**config.mk**
```make
export PLATFORM = sky130hd
export DESIGN_NAME = data_memory
export DESIGN_NICKNAME = d
export VERILOG_FILES = /design/src/rtl/dmem_pkg.sv /design/src/rtl/dmem_latency_counter.sv /design/src/rtl/data_memory.sv
export SDC_FILE = /design/constraint.sdc
export NUM_CORES = 2
export LEC_CHECK = 0
export CORE_MARGIN = 2
export CORE_UTILIZATION = 46
export CTS_BUF_LIST = sky130_fd_sc_hd__clkbuf_4
export DETAILED_ROUTE_END_ITERATION = 6
export PLACE_DENSITY = 0.59
export SYNTH_ARGS = -nofsm -noshare
export SYNTH_HDL_FRONTEND = slang
export SYNTH_SLANG_ARGS = --single-unit
```
**constraint.sdc**
```tcl
create_clock -name CLK -period 4.1 [get_ports CLK]
set_input_delay 0.615 -clock CLK [delete_from_list [all_inputs] [get_ports CLK]]
set_output_delay 0.615 -clock CLK [all_outputs]
set_load 0.05 [all_outputs]
```
**src/rtl/dmem_pkg.sv**
```systemverilog
// Shared definitions for the byte-addressed data memory: FSM state encoding,
// default widths and access latency, and the latency counter width helper.
package dmem_pkg;

  localparam int DMEM_DATA_W        = 8;
  localparam int DMEM_ADDR_W        = 8;
  localparam int DMEM_DEPTH         = 256;
  localparam int DMEM_ACCESS_CYCLES = 5;

  typedef enum logic [1:0] {
    S_IDLE = 2'd0,
    S_BUSY = 2'd1,
    S_DONE = 2'd2
  } dmem_state_e;

  // A single-cycle access still needs a one-bit counter to hold the value zero.
  function automatic int cnt_width(input int cycles);
    return (cycles > 1) ? $clog2(cycles) : 1;
  endfunction

endpackage

```
**src/rtl/dmem_latency_counter.sv**
```systemverilog
// Loadable down-counter that times a memory access; zero marks the completion
// edge.
module dmem_latency_counter #(
  parameter int WIDTH = 3
) (
  input  logic             CLK,
  input  logic             RESET,
  input  logic             load,
  input  logic [WIDTH-1:0] load_value,
  input  logic             dec,
  output logic             zero
);

  logic [WIDTH-1:0] count_r;

  // Count register: load has priority, decrement saturates at zero.
  always_ff @(posedge CLK) begin
    if (!RESET) begin
      count_r <= {WIDTH{1'b0}};
    end else if (load) begin
      count_r <= load_value;
    end else if (dec && (count_r != {WIDTH{1'b0}})) begin
      count_r <= count_r - WIDTH'(1);
    end else begin
      count_r <= count_r;
    end
  end

  assign zero = (count_r == {WIDTH{1'b0}});

endmodule

```
**src/rtl/data_memory.sv**
```systemverilog
// Multi-cycle byte-addressed data memory with a BUSYWAIT stall handshake.
// Defining DMEM_RANGE_CHECK_EN adds an ERROR output for out-of-range accesses.
module data_memory
  import dmem_pkg::*;
#(
  parameter int DATA_W        = DMEM_DATA_W,
  parameter int ADDR_W        = DMEM_ADDR_W,
  parameter int DEPTH         = DMEM_DEPTH,
  parameter int ACCESS_CYCLES = DMEM_ACCESS_CYCLES
) (
  input  logic              CLK,
  input  logic              RESET,
  input  logic              READ,
  input  logic              WRITE,
  input  logic [ADDR_W-1:0] ADDRESS,
  input  logic [DATA_W-1:0] WRITEDATA,
  output logic [DATA_W-1:0] READDATA,
  output logic              BUSYWAIT
`ifdef DMEM_RANGE_CHECK_EN
  ,
  output logic              ERROR
`endif
);

  localparam int CNT_W = cnt_width(ACCESS_CYCLES);
  localparam int IDX_W = (DEPTH > 1) ? $clog2(DEPTH) : 1;
  localparam logic [CNT_W-1:0] CNT_LOAD = CNT_W'(ACCESS_CYCLES - 1);

  dmem_state_e       state_r;
  dmem_state_e       next_state_s;
  logic              busy_s;
  logic              accept_s;
  logic              finish_s;
  logic              cnt_dec_s;
  logic              cnt_zero_s;
  logic              in_range_s;
  logic              op_write_r;
  logic [ADDR_W-1:0] addr_r;
  logic [DATA_W-1:0] wdata_r;
  logic [DATA_W-1:0] readdata_r;
  logic [IDX_W-1:0]  idx_s;
  logic [DATA_W-1:0] mem_r [DEPTH];

  assign idx_s = addr_r[IDX_W-1:0];

`ifdef DMEM_RANGE_CHECK_EN
  localparam logic [ADDR_W:0] DEPTH_LIM = (ADDR_W + 1)'(DEPTH);
  logic error_r;

  assign in_range_s = ({1'b0, addr_r} < DEPTH_LIM);
  assign ERROR      = error_r;

  // Error flag rises on the completion edge so it is high for the DONE cycle only.
  always_ff @(posedge CLK) begin
    if (!RESET) begin
      error_r <= 1'b0;
    end else begin
      error_r <= finish_s & ~in_range_s;
    end
  end
`else
  assign in_range_s = 1'b1;
`endif

  // Next-state and handshake decode; DONE ignores the still-held request.
  always_comb begin
    next_state_s = state_r;
    busy_s       = 1'b0;
    accept_s     = 1'b0;
    finish_s     = 1'b0;
    case (state_r)
      S_IDLE: begin
        busy_s = READ | WRITE;
        if (READ | WRITE) begin
          accept_s     = 1'b1;
          next_state_s = S_BUSY;
        end else begin
          next_state_s = S_IDLE;
        end
      end
      S_BUSY: begin
        busy_s = 1'b1;
        if (cnt_zero_s) begin
          finish_s     = 1'b1;
          next_state_s = S_DONE;
        end else begin
          next_state_s = S_BUSY;
        end
      end
      S_DONE: begin
        next_state_s = S_IDLE;
      end
      default: begin
        next_state_s = S_IDLE;
      end
    endcase
  end

  assign cnt_dec_s = (state_r == S_BUSY) & ~cnt_zero_s;
  assign BUSYWAIT  = RESET & busy_s;
  assign READDATA  = readdata_r;

  dmem_latency_counter #(
    .WIDTH(CNT_W)
  ) u_latency_counter (
    .CLK       (CLK),
    .RESET     (RESET),
    .load      (accept_s),
    .load_value(CNT_LOAD),
    .dec       (cnt_dec_s),
    .zero      (cnt_zero_s)
  );

  // FSM state register.
  always_ff @(posedge CLK) begin
    if (!RESET) begin
      state_r <= S_IDLE;
    end else begin
      state_r <= next_state_s;
    end
  end

  // Request latch: a simultaneous READ and WRITE is taken as a write.
  always_ff @(posedge CLK) begin
    if (!RESET) begin
      op_write_r <= 1'b0;
      addr_r     <= {ADDR_W{1'b0}};
      wdata_r    <= {DATA_W{1'b0}};
    end else if (accept_s) begin
      op_write_r <= WRITE;
      addr_r     <= ADDRESS;
      wdata_r    <= WRITEDATA;
    end else begin
      op_write_r <= op_write_r;
      addr_r     <= addr_r;
      wdata_r    <= wdata_r;
    end
  end

  // Storage array: cleared by reset, written only on the completion edge.
  always_ff @(posedge CLK) begin
    if (!RESET) begin
      for (int i = 0; i < DEPTH; i++) begin
        mem_r[i] <= {DATA_W{1'b0}};
      end
    end else if (finish_s && op_write_r && in_range_s) begin
      mem_r[idx_s] <= wdata_r;
    end else begin
      mem_r[idx_s] <= mem_r[idx_s];
    end
  end

  // Load data register; holds across writes and idle cycles.
  always_ff @(posedge CLK) begin
    if (!RESET) begin
      readdata_r <= {DATA_W{1'b0}};
    end else if (finish_s && !op_write_r) begin
      readdata_r <= in_range_s ? mem_r[idx_s] : {DATA_W{1'b0}};
    end else begin
      readdata_r <= readdata_r;
    end
  end

endmodule

```
# After elaboration in Yosys (flattened, before gate mapping)
# Memories as Yosys holds them, arrays and structs flattened. A register that Yosys moved wholly into a read port is not among the register bits.
# Index checks and enable logic that the tools add are counted.
# Widths: inputs -> output; s select.
[totals] ff_bits=30 ramBits=2048 inputBits=20 output_inout_bits=9 elab_cells=49 memories=1
[op_classes] add_sub_neg=1 n_eq_ne=1 mux=23 bitwise_logic=6 reduce_logical=10
[mem_list] name="mem_r" depth=256 width=8 rd=1 rd_clocked_by_memory_dff=1 wr=256 line_no="data_memory.sv:42" text="logic [DATA_W-1:0] mem_r [DEPTH];"
[op_table] cell="$mux 8" count=5
[op_table] cell="$mux 1" count=13
[op_table] cell="$reduce_or 8->1" count=1
[op_table] cell="$mux 3" count=2
[op_table] cell="$pmux 2 s2" count=1
[op_table] cell="$logic_and 1x1->1" count=3
[op_table] cell="$logic_not 3->1" count=1
[op_table] cell="$reduce_bool 3->1" count=1
[op_table] cell="$sub 3x1->3 const B" count=1
[op_table] cell="$and 1x1->1" count=2
[op_table] cell="$eq 2x1->1 const B" count=1
[op_table] cell="$logic_not 2->1" count=1
[op_table] cell="$mux 2" count=1
[op_table] cell="$not 1->1" count=2
[op_table] cell="$or 1x1->1" count=2
[op_table] cell="$pmux 1 s2" count=1
[op_table] cell="$reduce_bool 2->1" count=1
[op_table] cell="$reduce_or 2->1" count=1
[op_table] cell="$logic_not 1->1" count=1

# Longest topological paths before layout
[depth] word_depth=10 ltp_mapped=15 ltp_nobuf=8

# Modules after synthesis
# From an unflattened synthesis, not the netlist that was laid out.
[hier_totals] cells_unflattened=6565 hier_area_um2=91624.1
[by_module_without_submodules] module="data_memory" instances=1 cells_per_inst=6544 area_per_inst_um2=91438.9 seq_area_each_um2=62199.7
[by_module_without_submodules] module="dmem_latency_counter" instances=1 cells_per_inst=21 area_per_inst_um2=185.2 seq_area_each_um2=60.1

# Least setup slack after synthesis
# OpenSTA, ideal clock, no wires.
[synth_timing] path_kind="reg-to-reg" from="register with a tool-made name" to="memory mem_r[170][0] (netlist name), data pin" setup_ns=0.259 t_arrival_ns=2.867 required_ns=3.841 slack_ns=0.974 path_stages_with_launch=14 path_buffers=6 period_less_slack_ns=3.126 cell_sequence="dfxtp_1 buf_4 buf_2 buf_4 buf_2 mux4_2 a22oi_1 o21ai_0 nor4_1 a22oi_1 a31oi_1 buf_2 buf_4 nor2_1"
[synth_lines] item="end, declared" line_no="data_memory.sv:42"

==> flow_summary.toml <==
[timing]
hold_violations = 0
slew_violations = 0
timing.final.crit_share = 0.999
fin_crit_ps = 4100
slew_headroom = 0.196
tightest_slew_ps = 1190
timing.fmax_mhz = 244
clock_skew_ps = 89.1
setup_violations = 0

[power_and_ir_drop]
leakage_nw = 36.8
powerDensity_nw_per_um2 = 479
max-vdd-ir-drop_mv = 0.268

[synth]
synth_largest_area_cell = "edfxtp_1"
avgSynthCellArea_um2 = 13.8
synth_area_leaders = "edfxtp_1, mux4_2, nor2_1"
yosys-top-cells-count = "nor2_1, edfxtp_1, nand2_1"
synth_edf_count = 2048
yosys_warnings = 0
synth.top_cell.area_share = 0.671
synthCells = 6617
synth.most_common_cell = "nor2_1"
synthArstFlopShare = 0
synth.distinct_cells = 69
seq_area_frac_synth = 0.679
syn_nets = 6639
synth_seq_cells = 2086
netlist_area_um2 = 91600
synth-main-ff-cell = "edfxtp_1"

[clock_network]
cts_max_level = 6
clk_pin_slew_ps = 60
cts.sinks = 2086
cts_buffers = 569
insertion_delay_ps = 1420
clk_path_buf_depth = 4
clock-root-buffer = "clkbuf_4"
cts_tree = "built"

[detailed_routing]
dr_total_vias = 60700
drt-total-wl_um = 285000
post_drt_wl_per_cell_um = 27.6
drtIter0Drc = 7079
avgViaCountPerCell = 5.90
ant_nets = 0
drt_first_pass_iters = 6
remaining_drc_errors = 0

[final_layout]
final_cells = 10300
multi_input_area_um2 = 26900
drive_gt1_frac = 0.253
synthToLayoutAreaGrowth_pct = 15.4
regArea_um2 = 62300
fill_cells = 16600
layout.nets = 7311
stdcell_area_um2 = 106000

[placement]
placed_cells = 9329
dpl_cell_area_um2 = 98500
io_buffers = 28
dp_hpwl_um = 190000
globalplace.congestion = 0.906

[setup_path]
rrSetupSlack_ps = 2
slowest_delay_ps = 750
critPathArrivalTime_ps = 5310
cpLargestDelayFamily = "compound AO/OA/AOI/OAI gates"
crit_type = "register to register"
path_common_cell = "buf_4"
critPathLaunchType = "register"
critical_path_required_ps = 5310
end_kind = "register"
cp_max_fo = 23
critPathSlowestCell = "nor4b_4"
crit_chain = "buf_4 -> buf_4 -> nor4b_4 -> buf_4 -> a22oi_1 -> o211ai_1 -> nor2_2 -> a32oi_1 -> a31oi_4 -> buf_12 -> buf_12 -> nor2_1"
cp_num_buf_inv = 5

[status]
status = "completed"

[floorplanning]
fp-row-count = 163
die_h_um = 450
initial_core_util = 0.464
die_area_um2 = 203000
core_region_area_um2 = 198000
dieWidth_um = 450
io_pins = 29

[global_routing]
grt_usage = 0.279
grt_pass1_vias = 60800
grt_pass1_wl_um = 414000
antenna_found_initial = 9
overflow = 0
grt_max_degree = 123

[hold_path]
hp-class = "input pin to register"

[run]
maxCapViolations = 0
## final cells by class
cell class | instances | area share
flip-flops and latches | 2086 | 0.589
multi-input cells | 4010 | 0.254
repair buffers | 614 | 0.0601
clock buffers | 826 | 0.0586
well taps | 2640 | 0.0312
clock inverters | 98 | 0.00652
inverters | 8 | 0.000284
diodes | 11 | 0.000260
## power by group
part	internal (W)	switching [W]
clock network	0.00989	0.00864
registers	0.0241	0.000290
logic	0.00275	0.00498
## what timing repair did
item                                    in CTS  in global routing
hold buffers                                17                  0
setup buffers                                9                  3
gates resized for setup                      5                 12
endpoints found under the setup margin    1329                925
hold endpoints to repair                   210                  0
## layout by cell type, fill, tap and decap left out, types with 16 or more instances in the layout
master,count
dlygate4sd3_1,17
a22oi_1,87
clkinv_1,71
o211ai_1,17
nand2b_1,17
clkbuf_4,826
edfxtp_1,2048
mux2i_1,262
o221ai_1,17
a221o_1,18
mux4_2,416
nand3_1,32
dfxtp_1,32
nor2_2,16
a21oi_1,77
mux2_2,29
clkdlybuf4s50_1,26
nor3_1,21
nor2b_1,39
o22ai_1,31
buf_12,130
a22o_1,16
buf_4,439
nor2_1,2117
o21ai_0,145
nand2_1,486
## layer usage
layer,global-route usage,wire length [um],share of wire,vias to the layer above
li1,-,-,-,26000
met1,0.375,110000,0.39,30900
met2,0.441,135000,0.47,3210
met3,0.0568,26900,0.095,593
met4,0.124,12700,0.045,2
met5,0,20,0.000070,-
## state kept, by name, indices dropped and copies added (netlist names), named ones only
name	cells
READDATA	8
op_write_r	1
state_r	2
mem_r	2048
u_latency_counter.count_r	3
addr_r	8
wdata_r	8
## cell families after synthesis
group                    synth area share
AND/OR/NAND/NOR                     0.120
flip-flops                          0.679
multiplexers                        0.134
adder cells (fa/ha/maj)          0.000273
AO/OA/AOI/OAI                      0.0359
XOR/XNOR                        0.0000956
buffers and inverters              0.0302
## path summary, 6_finish.rpt
path	start	endpoint	depth (start not counted)
max	register	mem_r[142][4]	12
min	ADDRESS[1]	register	3
max reg2reg	register	mem_r[142][4]	12
min reg2reg	wdata_r[4]	wdata_r[4]	2
## tightest hold or removal path, stage by stage
cell and delay, ps:
clkdlybuf4s50_1 610, nand2_1 140, a21oi_1 70
## per-stage QoR
stage,hold slack [ps],setup WS (ps),util,TNS [ps],total power (W)
floorplan,432,974,-,0,0.0288
finish,116,2.47,0.535,0,0.0507
global route,24.3,-88.0,0.535,-6800,0.0524
detailed placement,447,-288,0.498,-115270,0.0324
CTS,2.07,11.5,0.535,0,0.0508
global placement,445,-248,0.498,-92730,0.0323
No activity file was read; power rests on OpenSTA's default activity.
